<file path="src/rtl/cpu_ctrl_fsm.sv">
// Multi-cycle fetch/decode/execute controller with configurable memory wait states.
// The optional interrupt entry path is enabled by defining CPU_CTRL_IRQ_EN.
module cpu_ctrl_fsm #(
  parameter int unsigned MEM_WAIT = 0,
  parameter int unsigned WAIT_W   = 4
) (
  input  logic       clk,
  input  logic       reset,
  input  logic [2:0] iclass,
  input  logic       wb,
  input  logic       cond,
  input  logic       mem_ready,
  input  logic       resume,
  input  logic       irq,
  output logic       pc_en,
  output logic [1:0] pc_src,
  output logic       mem_req,
  output logic       mem_addr_sel,
  output logic       mem_we,
  output logic       ir_en,
  output logic       imm_sel,
  output logic       reg_wen,
  output logic [1:0] wb_sel,
  output logic       flags_en,
  output logic       halted,
  output logic       irq_ack,
  output logic [3:0] state_dbg
);

  typedef enum logic [3:0] {
    S_FETCH  = 4'd0,
    S_DECODE = 4'd1,
    S_EXEC   = 4'd2,
    S_MEM    = 4'd3,
    S_JUMP   = 4'd4,
    S_BRANCH = 4'd5,
    S_HALT   = 4'd6,
    S_IRQ    = 4'd7
  } state_t;

  localparam logic [2:0] CL_ALU    = 3'd0;
  localparam logic [2:0] CL_ALUI   = 3'd1;
  localparam logic [2:0] CL_LOAD   = 3'd2;
  localparam logic [2:0] CL_STORE  = 3'd3;
  localparam logic [2:0] CL_JUMP   = 3'd4;
  localparam logic [2:0] CL_BRANCH = 3'd5;
  localparam logic [2:0] CL_HALT   = 3'd6;
  localparam logic [2:0] CL_NOP    = 3'd7;

  localparam logic [1:0] PC_INC    = 2'd0;
  localparam logic [1:0] PC_REG    = 2'd1;
  localparam logic [1:0] PC_BRANCH = 2'd2;
  localparam logic [1:0] PC_VECTOR = 2'd3;

  localparam logic [1:0] WB_ALU  = 2'd0;
  localparam logic [1:0] WB_MEM  = 2'd1;
  localparam logic [1:0] WB_LINK = 2'd2;

  localparam logic [WAIT_W-1:0] WAIT_INIT = WAIT_W'(MEM_WAIT);

  if (MEM_WAIT > 15 || MEM_WAIT >= (1 << WAIT_W)) begin : g_bad_cfg
    $error("cpu_ctrl_fsm: MEM_WAIT out of range for WAIT_W");
  end

  state_t            state_q, state_d;
  logic [WAIT_W-1:0] cnt_q;
  logic              cnt_zero;
  logic              access_done;
  logic              irq_take;
  state_t            exit_state;

  assign cnt_zero    = (cnt_q == '0);
  assign access_done = cnt_zero && mem_ready;

`ifdef CPU_CTRL_IRQ_EN
  logic irq_mask;

  // Masked from IRQ entry until a returning JUMP (wb=0) leaves its cycle.
  always_ff @(posedge clk) begin
    if (reset)                          irq_mask <= 1'b0;
    else if (state_q == S_IRQ)          irq_mask <= 1'b1;
    else if (state_q == S_JUMP && !wb)  irq_mask <= 1'b0;
  end

  assign irq_take = irq && !irq_mask;
`else
  logic unused_irq;
  assign unused_irq = irq;
  assign irq_take   = 1'b0;
`endif

  assign exit_state = irq_take ? S_IRQ : S_FETCH;

  // NOTE: sequential state uses <= so every register samples pre-edge values.
  always_ff @(posedge clk) begin
    if (reset) state_q <= S_FETCH;
    else       state_q <= state_d;
  end

  // The counter restarts only on a real entry into a memory-phase state.
  always_ff @(posedge clk) begin
    if (reset)
      cnt_q <= WAIT_INIT;
    else if (state_d != state_q && (state_d == S_FETCH || state_d == S_MEM))
      cnt_q <= WAIT_INIT;
    else if (!cnt_zero)
      cnt_q <= cnt_q - WAIT_W'(1);
  end

  // NOTE: defaults first so every path assigns every output; no latches.
  always_comb begin
    state_d      = state_q;
    pc_en        = 1'b0;
    pc_src       = PC_INC;
    mem_req      = 1'b0;
    mem_addr_sel = 1'b0;
    mem_we       = 1'b0;
    ir_en        = 1'b0;
    imm_sel      = 1'b0;
    reg_wen      = 1'b0;
    wb_sel       = WB_ALU;
    flags_en     = 1'b0;
    halted       = 1'b0;
    irq_ack      = 1'b0;
    state_dbg    = state_q;

    case (state_q)
      S_FETCH: begin
        mem_req = 1'b1;
        if (access_done) begin
          ir_en   = 1'b1;
          state_d = S_DECODE;
        end
      end

      S_DECODE: begin
        imm_sel = (iclass == CL_ALUI);
        case (iclass)
          CL_ALU, CL_ALUI, CL_NOP: state_d = S_EXEC;
          CL_LOAD, CL_STORE:       state_d = S_MEM;
          CL_JUMP:                 state_d = S_JUMP;
          CL_BRANCH:               state_d = S_BRANCH;
          CL_HALT:                 state_d = S_HALT;
          default:                 state_d = S_FETCH;
        endcase
      end

      S_EXEC: begin
        pc_en = 1'b1;
        if (iclass == CL_ALU || iclass == CL_ALUI) begin
          imm_sel  = (iclass == CL_ALUI);
          reg_wen  = wb;
          flags_en = 1'b1;
        end
        state_d = exit_state;
      end

      S_MEM: begin
        mem_req      = 1'b1;
        mem_addr_sel = 1'b1;
        mem_we       = (iclass == CL_STORE);
        if (access_done) begin
          pc_en = 1'b1;
          if (iclass == CL_LOAD) begin
            reg_wen = 1'b1;
            wb_sel  = WB_MEM;
          end
          state_d = exit_state;
        end
      end

      S_JUMP: begin
        reg_wen = wb;
        wb_sel  = WB_LINK;
        pc_en   = 1'b1;
        pc_src  = PC_REG;
        state_d = exit_state;
      end

      S_BRANCH: begin
        pc_en   = 1'b1;
        pc_src  = cond ? PC_BRANCH : PC_INC;
        state_d = exit_state;
      end

      S_HALT: begin
        halted = 1'b1;
        // A pending interrupt beats resume and leaves the PC untouched.
        if (irq_take) begin
          state_d = S_IRQ;
        end else if (resume) begin
          pc_en   = 1'b1;
          state_d = S_FETCH;
        end
      end

      S_IRQ: begin
`ifdef CPU_CTRL_IRQ_EN
        reg_wen = 1'b1;
        wb_sel  = WB_LINK;
        pc_en   = 1'b1;
        pc_src  = PC_VECTOR;
        irq_ack = 1'b1;
`endif
        state_d = S_FETCH;
      end

      default: state_d = S_FETCH;
    endcase

    if (reset) begin
      pc_en        = 1'b0;
      pc_src       = PC_INC;
      mem_req      = 1'b0;
      mem_addr_sel = 1'b0;
      mem_we       = 1'b0;
      ir_en        = 1'b0;
      imm_sel      = 1'b0;
      reg_wen      = 1'b0;
      wb_sel       = WB_ALU;
      flags_en     = 1'b0;
      halted       = 1'b0;
      irq_ack      = 1'b0;
      state_dbg    = 4'd0;
    end
  end

endmodule

</file>
<file path="config.mk">
export PLATFORM = sky130hd
export DESIGN_NAME = cpu_ctrl_fsm
export DESIGN_NICKNAME = d
export VERILOG_FILES = /design/src/rtl/cpu_ctrl_fsm.sv
export SDC_FILE = /design/constraint.sdc
export NUM_CORES = 1
export LEC_CHECK = 0
export CAP_MARGIN = 5
export CORE_UTILIZATION = 45
export DETAILED_ROUTE_END_ITERATION = 10
export PLACE_DENSITY = 0.9
export SYNTH_ARGS = -nofsm -noshare
export SYNTH_HDL_FRONTEND = slang
export SYNTH_SLANG_ARGS = --single-unit
</file>
<file path="constraint.sdc">
create_clock -name clk -period 3 [get_ports clk]
set_input_delay 0.75 -clock clk [delete_from_list [all_inputs] [get_ports clk]]
set_output_delay 0.75 -clock clk [all_outputs]
set_load 0.01 [all_outputs]
</file>
==> impl_metrics.toml, run 1 <==
[outcome]
status = "finished, final reports clean"

[yosys]
synth_edf_count = 0
syn_avg_cell_area_um2 = 7.38
ys_types = 37
synthTopCellsByCount = "nor2_1, dfxtp_1, nor3_1, nor2b_1, nand2_1"
synth_top_area_cell = "dfxtp_1"
ys.flop_type = "dfxtp_1"
synth.most_common_cell = "nor2_1"
ys_seq_area_share_pct = 22.4
async_flop_share_pct = 0
ys_seq_elements = 8
synth_cells = 97
synth_area_leaders = "dfxtp_1, nor2_1, nor3_1"
ys_warn_count = 0
synth.top_cell.area_share_pct = 22.4
syn_area_um2 = 716

[power]
p_leak_nw = 0.435
seqPwrFrac_pct = 40.0
power.share.switching_pct = 29.9
clockPowerShare_pct = 26.3
power_frac_comb_pct = 33.7
internal_power_mw = 0.212
finalPower_mw = 0.302
powerDensity_nw_per_um2 = 294
irDropWorstVdd_v = 0.000344
p_switching_mw = 0.0902

[global_route]
antenna_found_initial = 0
grt_pass1_wl_um = 2960
grt_max_degree = 12
grt_pass1_vias = 697
groute.usage.overall_pct = 21.4
gr-total-overflow = 0

[setup_path]
crit_type = "primary input to primary output"
critPathLaunch = "iclass[2]"
regToRegStartpoint = "cnt_q[0]$_SDFFE_PP0P_"
cp.arrival_ns = 2.15
critPathLaunchType = "primary input"
cp_max_fo = 4
cp_data_required_time_ns = 2.25
end_kind = "primary output"

[place]
port_buffers = 25
gp_congestion = 0.858
dp_hpwl_um = 1390
place_inst = 141

[drt]
vias = 800
ant_nets = 0
drc = 0
drtPass1Iterations = 4
wire_per_inst_um = 11.9
routed_wirelength_um = 1720
viasPerCell = 5.56
first_iter_violations = 11

[clock_tree]
ctsRootBufferMaster = "clkbuf_4"
postCtsHoldBufs = 0
cts.path.max_buffers = 2
cts_sinks = 8
h-tree-depth = 1
cts_buffers = 3
cts_tree = "built"
clock_latency_ns = 0.25
post_cts_buffers = 0
clk_pin_slew_worst_paths_ns = 0.05

[timing]
min_period_over_period_pct = 96.7
final_max_slew_viol_count = 0
fmaxAchievable_ghz = 0.345
min_period_ns = 2.90
finalHoldViolations = 0
skew_ns = 0.00151
setup_viol = 0
grt_setup_unrepaired = "false"

[floorplan]
dieArea_um2 = 1750
core.rowCount = 14
die_height_um = 41.9
die_x_um = 41.9
ios = 28
initial_core_util_pct = 48.1
coreArea_um2 = 1490

[cells_and_area]
area_growth_syn_to_layout_pct = 43.2
diodes = 0
fillers = 120
drive_gt1_share_pct = 17.2
nNetsFinal = 142
fin_cells = 144

[flow_run]
drv_cap = 0

[hold_path]
hp-start = "cnt_q[1]$_SDFFE_PP0P_"
worstHoldPathType = "register to register"
-- worst paths after layout --
path | end | slack, ns | cells after the start
worst max-delay path | mem_we | 0.1 | 4
worst min-delay path | cnt_q[1]$_SDFFE_PP0P_ | 0.55 | 2
worst max register to register | cnt_q[1]$_SDFFE_PP0P_ | 1.25 | 7
worst min register to register | cnt_q[1]$_SDFFE_PP0P_ | 0.55 | 2
-- sequential cells by signal, indices dropped and copies added, names as in the netlist --
register	count
state_q	4
cnt_q	4
-- critical path, stage by stage --
cell	delay, ns
clkdlybuf4s50_1	0.46
nor2_1	0.17
and4_2	0.24
clkdlybuf4s50_1	0.53
-- power by group through the flow --
stage	registers, mW	logic, mW	clock network (mW)
final	0.121	0.102	0.0793
after global routing	0.122	0.114	0.0878
after CTS	0.120	0.102	0.0835
after detailed placement	0.123	0.103	0
after global placement	0.122	0.0995	0
after floorplan	0.117	0.0694	0
-- cell usage in the layout, fill, tap and decap left out, types with 2 or more instances in the layout --
master and n:
nor2b_1 6, clkbuf_4 3, clkdlybuf4s50_1 18, dfxtp_1 8, nand3_1 2, nor2_1 18
xnor2_1 2, nor3b_1 2, nor4_1 4, o21ai_0 3, dlygate4sd2_1 6, nor3_1 8
or3_1 2, a21oi_1 4, inv_1 3, ha_1 2, buf_4 9, nand2b_1 3
nand2_1 5, conb_1 2
-- layout make-up --
type	instances	area (µm²)	share of cell area, %
tap	16	20.0	1.95
timing repair buffer	34	313	30.5
inverter	4	17.5	1.71
clock buffer	3	22.5	2.20
multi-input combinational	79	492	48.0
sequential	8	160	15.6
-- stage by stage --
stage	instance area, µm²	setup slack, ns	hold WS [ns]	utilization [%]	setup TNS, ns
detailed placement	1010	-0.148	0.549	67.6	-0.656
global placement	1010	-0.0909	0.515	67.6	-0.359
finish	1020	0.0986	0.553	68.8	0
CTS	1020	0.0736	0.555	68.7	0
floorplan	719	0.819	0.500	-	0
global route	1020	0.0387	0.577	68.8	0
-- routing by layer --
metal  wire [µm]  vias up  global-route usage, %
li1            -      402                      -
met1         743      365                   25.5
met2         850       31                   38.1
met3          95        2                   2.17
met4          25        0                   9.68
met5           0        -                      0
-- timing repair --
item / CTS / global route
pin swaps: 0 / 0
endpoints found under the hold margin: 0 / 0
gates resized for setup: 6 / 1
setup endpoints to repair: 11 / 1
-- cells by family after synthesis --
| group | Yosys count | synth area share [%] |
|---|---|---|
| and+or+nand+nor | 57 | 43.7 |
| muxes | 2 | 2.97 |
| AOI/OAI and AO/OA | 14 | 15.0 |
| adders and majority gates | 2 | 3.50 |
| other | 1 | 0.524 |
| DFF | 8 | 22.4 |
| buffers and inverters | 11 | 9.44 |
| xor gates and xnor gates | 2 | 2.45 |
(Power assumes the default switching activity.)
==> inputs of run 2 (changes only) <==
--- a/config.mk
+++ b/config.mk
@@ -6,9 +6,9 @@
 export NUM_CORES = 1
 export LEC_CHECK = 0
 export CAP_MARGIN = 5
-export CORE_UTILIZATION = 45
+export CORE_UTILIZATION = 40
 export DETAILED_ROUTE_END_ITERATION = 10
-export PLACE_DENSITY = 0.9
+export PLACE_DENSITY = 0.82
 export SYNTH_ARGS = -nofsm -noshare
 export SYNTH_HDL_FRONTEND = slang
 export SYNTH_SLANG_ARGS = --single-unit
==> run 2 against run 1 <==
Compared with the run above: count of clock-buffer cells in the layout stayed put; combinational power is essentially flat; die area rose by 12%; final area increased by 2.0%; sequential share of layout area shrank 0.30 points; maximum frequency fell by 0.86%; clock power decreased by 1%; via count decreased by 1.4%; sequential cell count unchanged; first-iteration DRC count rose by 45%; worst hold slack got worse by 0.010 ns; critical path type unchanged; highest routed layer unchanged.
==> impl_metrics.toml, run 2 (synthesis results as in run 1) <==
[setup_path]
crit_type = "primary input to primary output"
critPathLaunchType = "primary input"
end_kind = "primary output"
cp_data_required_time_ns = 2.25
cp.arrival_ns = 2.18
cp_max_fo = 2

[floorplan]
dieArea_um2 = 1960
coreArea_um2 = 1590
ios = 28
core.rowCount = 14
initial_core_util_pct = 44.9
die_x_um = 44.3
die_height_um = 44.3

[power]
p_switching_mw = 0.0905
power.share.switching_pct = 30.0
seqPwrFrac_pct = 40.1
irDropWorstVdd_v = 0.000344
internal_power_mw = 0.211
power_frac_comb_pct = 34.0
powerDensity_nw_per_um2 = 289
p_leak_nw = 0.473
clockPowerShare_pct = 26.0

[global_route]
grt_use_met2_pct = 36.8
groute.usage.overall_pct = 20.4
grt_pass1_wl_um = 3000
antenna_found_initial = 0
gr-total-overflow = 0
grt_pass1_vias = 732
grt_util_met3_pct = 4.08
grt_max_degree = 12
busiest_layer = "met2"
grtUsageMet1_pct = 23.9

[drt]
drc = 0
drtPass1Iterations = 6
vias = 789
viasPerCell = 5.19
routed_wirelength_um = 1770
first_iter_violations = 16
ant_nets = 0
wire_per_inst_um = 11.7

[cells_and_area]
fin_util_pct = 65.5
fillers = 144
final_cell_mix = "nor2_1, clkdlybuf4s50_1, buf_4"
drive_gt1_share_pct = 18.8
nNetsFinal = 142
fin_cells = 152
diodes = 0
final_common_cell = "nor2_1"
area_growth_syn_to_layout_pct = 46.0
reg.largest.list = "cnt_q (4), state_q (4)"

[place]
gp_congestion = 0.853
dp_hpwl_um = 1420
port_buffers = 25
place_inst = 149
place_ws_ns = -0.112

[clock_tree]
post_cts_buffers = 0
cts_sinks = 8
cts.path.max_buffers = 2
h-tree-depth = 1
cts_buffers = 3
cts_tree = "built"
ctsRootBufferMaster = "clkbuf_4"
clk_pin_slew_worst_paths_ns = 0.05
clock_latency_ns = 0.25

[timing]
fmaxAchievable_ghz = 0.342
post-route-worst-setup-slack_ns = 0.0734
min_period_over_period_pct = 97.6
setup_viol = 0
min_period_ns = 2.93
skew_ns = 0.00268
final_max_slew_viol_count = 0
grt_setup_unrepaired = "false"
finalHoldViolations = 0
fin_hold_ws_ns = 0.543

[outcome]
status = "finished, final reports clean"

[flow_run]
drv_cap = 0

[hold_path]
worstHoldPathType = "register to register"
[run 2: final timing paths]
| check | to | slack, ns | startpoint | depth (start not counted) |
|---|---|---|---|---|
| min reg2reg | cnt_q[1]$_SDFFE_PP0P_ | 0.54 | cnt_q[1]$_SDFFE_PP0P_ | 2 |
| max reg2reg | cnt_q[1]$_SDFFE_PP0P_ | 1.26 | cnt_q[0]$_SDFFE_PP0P_ | 7 |
| min | cnt_q[1]$_SDFFE_PP0P_ | 0.54 | cnt_q[1]$_SDFFE_PP0P_ | 2 |
| max | pc_en | 0.07 | mem_ready | 5 |
[run 2: critical path, cell delays in order]
cell	delay [ns]
clkdlybuf4s50_1	0.47
nand3_1	0.11
o21ai_0	0.18
o21a_1	0.14
clkdlybuf4s50_1	0.52
[run 2: power groups by stage]
stage	registers, mW	clock network (mW)	logic (mW)
after CTS	0.121	0.0836	0.103
after global routing	0.122	0.0910	0.113
after global placement	0.122	0	0.0998
after detailed placement	0.123	0	0.104
final	0.121	0.0784	0.103
after floorplan	0.117	0	0.0694
[run 2: cell type report]
class,instances,area [µm²],area share (%)
timing repair buffer,34,315,30.2
sequential,8,160,15.3
tap,24,30.0,2.87
inverter,4,17.5,1.68
multi-input combinational,79,499,47.8
clock buffer,3,22.5,2.16
[run 2: what timing repair did]
action,4_1_cts,5_1_grt
gates resized for setup,8,5
hold buffers,0,0
endpoints found under the setup margin,7,5
[run 2: routing by layer]
metal	up-vias	share of wire [%]
li1	405	-
met1	350	43
met2	32	49
met3	2	7.1
met4	0	0.51
met5	-	0
[run 2: per-stage QoR]
stage	total power, mW	setup TNS (ns)	area [µm²]
finish	0.302	0	1040
global route	0.326	0	1040
CTS	0.307	0	1030
detailed placement	0.227	-0.279	1020
global placement	0.222	-0.333	1020
floorplan	0.186	0	719
==> inputs of run 3 (changes only) <==
--- a/config.mk
+++ b/config.mk
@@ -5,7 +5,7 @@
 export SDC_FILE = /design/constraint.sdc
 export NUM_CORES = 1
 export LEC_CHECK = 0
-export CAP_MARGIN = 5
+export CAP_MARGIN = 20
 export CORE_UTILIZATION = 40
 export DETAILED_ROUTE_END_ITERATION = 10
 export PLACE_DENSITY = 0.82
==> results of run 3 <==
No change in the layout: final DEF, timing and power equal those of run 2.
